## config.mk

```make
export PLATFORM = sky130hd
export DESIGN_NAME = range_counter
export DESIGN_NICKNAME = d
export VERILOG_FILES = /design/src/rtl/range_counter_pkg.sv /design/src/rtl/range_counter_next.sv /design/src/rtl/range_counter.sv
export SDC_FILE = /design/constraint.sdc
export NUM_CORES = 1
export LEC_CHECK = 0
export ABC_AREA = 1
export CORE_UTILIZATION = 35
export DETAILED_ROUTE_END_ITERATION = 10
export SLEW_MARGIN = 20
export SYNTH_ARGS = -nofsm -noshare
export SYNTH_HDL_FRONTEND = slang
export SYNTH_SLANG_ARGS = --single-unit
```

## constraint.sdc

```tcl
create_clock -name CLK -period 1.9 [get_ports CLK]
set_input_delay 0.285 -clock CLK [delete_from_list [all_inputs] [get_ports CLK]]
set_output_delay 0.285 -clock CLK [all_outputs]
set_load 0.05 [all_outputs]
```

## src/rtl/range_counter_pkg.sv

```systemverilog
// Shared constants for the bounded up/down counter: direction and end-of-range
// mode encodings, plus the legacy 5..14 bounds.
package range_counter_pkg;

    localparam logic DIR_DOWN  = 1'b0;
    localparam logic DIR_UP    = 1'b1;

    localparam logic MODE_SAT  = 1'b0;
    localparam logic MODE_WRAP = 1'b1;

    localparam int unsigned LEGACY_LO = 5;
    localparam int unsigned LEGACY_HI = 14;

endpackage

```

## src/rtl/range_counter_next.sv

```systemverilog
// Combinational next-state for the bounded counter. The range check is done before
// the increment/decrement, so in-range values never overflow.
module range_counter_next
    import range_counter_pkg::*;
#(
    parameter int unsigned WIDTH = 4
) (
    input  logic [WIDTH-1:0] val,
    input  logic [WIDTH-1:0] lo,
    input  logic [WIDTH-1:0] hi,
    input  logic             dir,
    input  logic             wrap,
    output logic [WIDTH-1:0] next,
    output logic             at_bound,
    output logic             out_of_range
);

    always_comb begin
        next         = val;
        at_bound     = 1'b0;
        out_of_range = (val < lo) || (val > hi);

        if (out_of_range) begin
            // Recover to the bound we are heading towards; not a terminal count.
            next = (dir == DIR_UP) ? hi : lo;
        end else if (dir == DIR_DOWN) begin
            if (val > lo) begin
                next = val - WIDTH'(1);
            end else begin
                at_bound = 1'b1;
                next     = (wrap == MODE_WRAP) ? hi : lo;
            end
        end else begin
            if (val < hi) begin
                next = val + WIDTH'(1);
            end else begin
                at_bound = 1'b1;
                next     = (wrap == MODE_WRAP) ? lo : hi;
            end
        end
    end

endmodule

```

## src/rtl/range_counter.sv

```systemverilog
// Bounded up/down counter with run-time range, direction and wrap/saturate choice,
// synchronous load, registered terminal-count pulse and config-error flag.
module range_counter
    import range_counter_pkg::*;
#(
    parameter int unsigned     WIDTH   = 4,
    parameter logic [WIDTH-1:0] RST_VAL = WIDTH'(LEGACY_HI)
) (
    input  logic             CLK,
    input  logic             RST,
    input  logic             CE,
    input  logic             DIR,
    input  logic             WRAP,
    input  logic             LOAD,
    input  logic [WIDTH-1:0] LOAD_VAL,
    input  logic [WIDTH-1:0] LO,
    input  logic [WIDTH-1:0] HI,
    output logic [WIDTH-1:0] VAL,
    output logic             TC,
    output logic             ERR,
    output logic [WIDTH-1:0] LOG_LOGIC,
    output logic [WIDTH-1:0] LOG_SWITCHING
);

    logic [WIDTH-1:0] val_q;
    logic [WIDTH-1:0] val_d;
    logic             tc_q;
    logic             tc_d;
    logic             err_q;
    logic             cfg_err;
    logic [WIDTH-1:0] next_val;
    logic             at_bound;
    logic             out_of_range;

    range_counter_next #(
        .WIDTH (WIDTH)
    ) u_next (
        .val          (val_q),
        .lo           (LO),
        .hi           (HI),
        .dir          (DIR),
        .wrap         (WRAP),
        .next         (next_val),
        .at_bound     (at_bound),
        .out_of_range (out_of_range)
    );

    assign cfg_err = (LO > HI);

    always_comb begin
        val_d = val_q;
        tc_d  = 1'b0;
        if (LOAD) begin
            val_d = LOAD_VAL;
        end else if (CE && !cfg_err) begin
            val_d = next_val;
            tc_d  = at_bound && !out_of_range;
        end
    end

    always_ff @(posedge CLK or posedge RST) begin
        if (RST) begin
            val_q <= RST_VAL;
            tc_q  <= 1'b0;
            err_q <= 1'b0;
        end else begin
            val_q <= val_d;
            tc_q  <= tc_d;
            err_q <= cfg_err;
        end
    end

    assign VAL           = val_q;
    assign TC            = tc_q;
    assign ERR           = err_q;
    assign LOG_LOGIC     = next_val;
    assign LOG_SWITCHING = val_d;

endmodule

```

==> impl_metrics.toml, run 1 <==
[placed_design]
placed_cells = 261
place_ws_ns = -0.725
gp_routability_congestion = 0.970
number_of_i_o_port_buffers = 31
detailedPlacementHpwl_mm = 2.86

[route]
post_drt_via_cell_ratio = 4.91
drt_drc_violations_left = 2
initialDrtViolationCount = 27
drt-wirelength-per-cell_um = 13.1
routed_wirelength_mm = 3.52
drtPass1Iterations = 7
antenna_violating_nets_post_route = 0
detailroute.via_count = 1320

[yosys]
ys_warn_count = 0
synth.top_cells.by_area = "sky130_fd_sc_hd__nand2_1, sky130_fd_sc_hd__ha_1, sky130_fd_sc_hd__nand3_1, sky130_fd_sc_hd__dfstp_2, sky130_fd_sc_hd__dfrtp_1"
postSynthNetCount = 203
synth_top_family_by_area = "simple AND/OR/NAND/NOR gates"
most_common_library_cells_after_synthesis = "sky130_fd_sc_hd__nand2_1, sky130_fd_sc_hd__nand3_1, sky130_fd_sc_hd__inv_1"
post_synthesis_sequential_area_ratio_pct = 14.4
post_synth_and_or_nand_nor_area_fraction_pct = 42.8
synth_area_mm2 = 0.00107
syn_inst = 171
proportion_of_synthesized_area_in_mux_cells_pct = 0
yosysMostFrequentCell = "sky130_fd_sc_hd__nand2_1"
synthAdderAreaFrac_pct = 16.4
synth-edff-count = 0
synthXorXnorAreaFrac_pct = 1.64
ys.flop_type = "sky130_fd_sc_hd__dfstp_2"
post_synth_num_cell_types = 27
yosys_register_bits = 6
synth.largest_area_cell = "sky130_fd_sc_hd__nand2_1"
synthesis.area_per_instance_um2 = 6.26
yosys.area.top_type_share_pct = 18.2
post_synthesis_compound_gate_area_fraction_pct = 13.0
synth-async-reset-ratio_pct = 100

[layout]
area_growth_pct = 86.2
share_of_final_layout_standard_cells_stronger_than_drive_strength_1_pct = 47.9
antennaDiodeCount = 0
fillerInstances = 234
stdcell_count = 269
design.final.nets = 271

[critical_path]
worstPathRequired_ns = 1.62
critPathMaxStageDelay_ns = 0.65
worst-setup-path-type = "register to output port"
setup.worst_path.start_class = "register"
critical_path.slowest_cell = "sky130_fd_sc_hd__dfstp_4"
cp.buffers_inverters = 1
cp.arrival_ns = 2.19
timing.critical_path.to_type = "output port"
crit_path_cell_trace = "ha_4 > a21oi_4 > nand2_4 > a21oi_4 > nand2_2 > o21ai_4 > nand2_1 > nand2_2 > nand2_4 > buf_12"
worst_path_dominant_cell_family = "flip-flops"
critical_path_peak_fanout = 5

[cts]
clkLatencyLatePin_ns = 0.24
cts_root_buffer = "sky130_fd_sc_hd__clkbuf_4"
h-tree-depth = 1
cts_tree = "done"
maximum_clock_path_buffer_count = 2
ctsHoldBuffers = 0
clkSlewWorstSetupHoldPaths_ns = 0.05
cts.sinks = 6
cts_inserted_buffers = 3

[global_route]
grt.overflow.total = 0
initial_antenna_violation_count = 0
grt_pass1_vias = 1441
pin_count_of_the_biggest_net_entering_global_routing = 12
grt_first_pass_wirelength_mm = 5.90
grt.total_usage_pct = 22.8

[timing]
max-slew-margin-rel_pct = 66.3
max_freq_mhz = 404
final_critical_path_time_including_i_o_delays_and_setup_ns = 2.48
worst_slew_pin_slew_ns = 0.504
hold_violations_final = 0
final.period_utilization_pct = 130
report.final.slew_viol_count = 0
postLayoutSetupSlackWorst_ns = -0.578
finalSetupViolations = 10
grt_setup_unrepaired = "true"
fin_worst_skew_ns = 0.00297

[floorplan]
die_y_um = 57.3
standard_cell_row_count = 19
floorplan.core_area_mm2 = 0.00283
design.die.area_mm2 = 0.00328
boundaryPins = 32
start_util_pct = 37.8
floorplan.die.width_um = 57.3

[pwr]
cellLeakagePower_nw = 1.01
internal_power_mw = 0.740
comb_power_share_pct = 78.6
power_density_mw_per_mm2 = 716
power_switching_mw = 0.687
clockPowerShare_pct = 8.9
finalPower_mw = 1.43
ir_drop_mv = 0.543
power_frac_seq_pct = 12.5
swShare_pct = 48.1

[job]
max_cap_violations = 0

[outcome]
failed_checks = "DRC, setup timing"
result_of_the_run = "finished with violations"

[worst_hold_path]
hold_path.class = "primary input to asynchronous set/reset pin"
## worst paths after layout
| path | startpoint | to | slack [ns] | cells after the start |
|---|---|---|---|---|
| setup / recovery | VAL[3] | LOG_SWITCHING[1] | -0.58 | 10 |
| hold / removal | RST | ERR | 0.25 | 2 |
| setup reg to reg | VAL[3] | VAL[1] | -0.20 | 11 |
| hold reg to reg | VAL[0] | VAL[0] | 0.86 | 6 |
| max in group asynchronous | RST | VAL[1] | 1.39 | 2 |
| min in group CLK | LOAD_VAL[2] | VAL[2] | 0.61 | 3 |
## cells by family (layout without fill, tap and decap cells)
group / Yosys count / after routing
XOR/XNOR: 2 / 2
AO/OA/AOI/OAI: 21 / 21
buffers and inverters: 30 / 97
flip-flops: 6 / 6
adder cells (fa/ha/maj): 14 / 14
AND/OR/NAND/NOR: 98 / 98
## timing repair
item	in CTS	in global routing
gates resized for setup	16	18
setup endpoints to repair	13	13
buffers inserted	4	0
pin swaps	6	7
## layer usage
layer | GRT usage [%] | part of all wire, % | routed length (um) | up-vias
li1 | - | - | - | 689
met2 | 44.7 | 54 | 1900 | 32
met1 | 26.2 | 41 | 1440 | 595
met5 | 0 | 0 | 0 | -
met3 | 1.81 | 4.4 | 156 | 4
met4 | 5.92 | 0.68 | 24 | 0
## registers in the layout (all words and copies together) (netlist names)
name,count
VAL,4
ERR,1
TC,1
## stage by stage
stage	utilization (%)	setup TNS (ns)	hold slack, ns	area, um2
2_1_floorplan	-	-1.71	0.0737	1200
3_3_place_gp	64.7	-6.30	0.513	1830
3_5_place_dp	64.7	-6.56	0.518	1830
4_1_cts	68.0	-4.72	0.253	1920
5_1_grt	70.4	-5.49	0.270	1990
6_report	70.4	-4.54	0.254	1990
## cell type report
class                   instances  area (um2)  area share [%]
inverters                      26         105            5.28
repair buffers                 67         658            33.0
clock buffers                   4        26.3            1.32
flip-flops and latches          6         166            8.35
multi-input cells             135         997            50.1
well taps                      31        38.8            1.95
## power groups by stage
stage | Sequential, mW | Clock (mW) | Combinational [mW]
5_1_grt | 0.180 | 0.139 | 1.21
2_1_floorplan | 0.238 | 0 | 0.534
6_report | 0.178 | 0.127 | 1.12
3_3_place_gp | 0.180 | 0 | 1.02
4_1_cts | 0.178 | 0.135 | 1.09
3_5_place_dp | 0.180 | 0 | 1.03
## cell usage in the layout (no fill, tap or decap), types with 4 or more instances in the layout
cell type,netlist,layout
sky130_fd_sc_hd__nand3_1,23,14
sky130_fd_sc_hd__buf_12,0,8
sky130_fd_sc_hd__nand2_1,52,34
sky130_fd_sc_hd__ha_1,14,8
sky130_fd_sc_hd__nand3_2,1,10
sky130_fd_sc_hd__nand2_4,4,11
sky130_fd_sc_hd__a21oi_1,8,8
sky130_fd_sc_hd__inv_2,4,9
sky130_fd_sc_hd__nand2_2,5,16
sky130_fd_sc_hd__ha_4,0,6
sky130_fd_sc_hd__o21ai_1,5,5
sky130_fd_sc_hd__clkdlybuf4s50_1,0,13
sky130_fd_sc_hd__nor2_1,8,8
sky130_fd_sc_hd__inv_1,20,14
sky130_fd_sc_hd__buf_4,1,39
sky130_fd_sc_hd__o21ai_0,4,4
No activity file was read; power rests on OpenSTA's default activity.
==> run 2: changes to the inputs <==
--- a/config.mk
+++ b/config.mk
@@ -6,6 +6,7 @@
 export NUM_CORES = 1
 export LEC_CHECK = 0
 export ABC_AREA = 1
+export CAP_MARGIN = 15
 export CORE_UTILIZATION = 35
 export DETAILED_ROUTE_END_ITERATION = 10
 export SLEW_MARGIN = 20
==> results of run 2 <==
Final layout, timing and power as in run 1 (identical DEF).
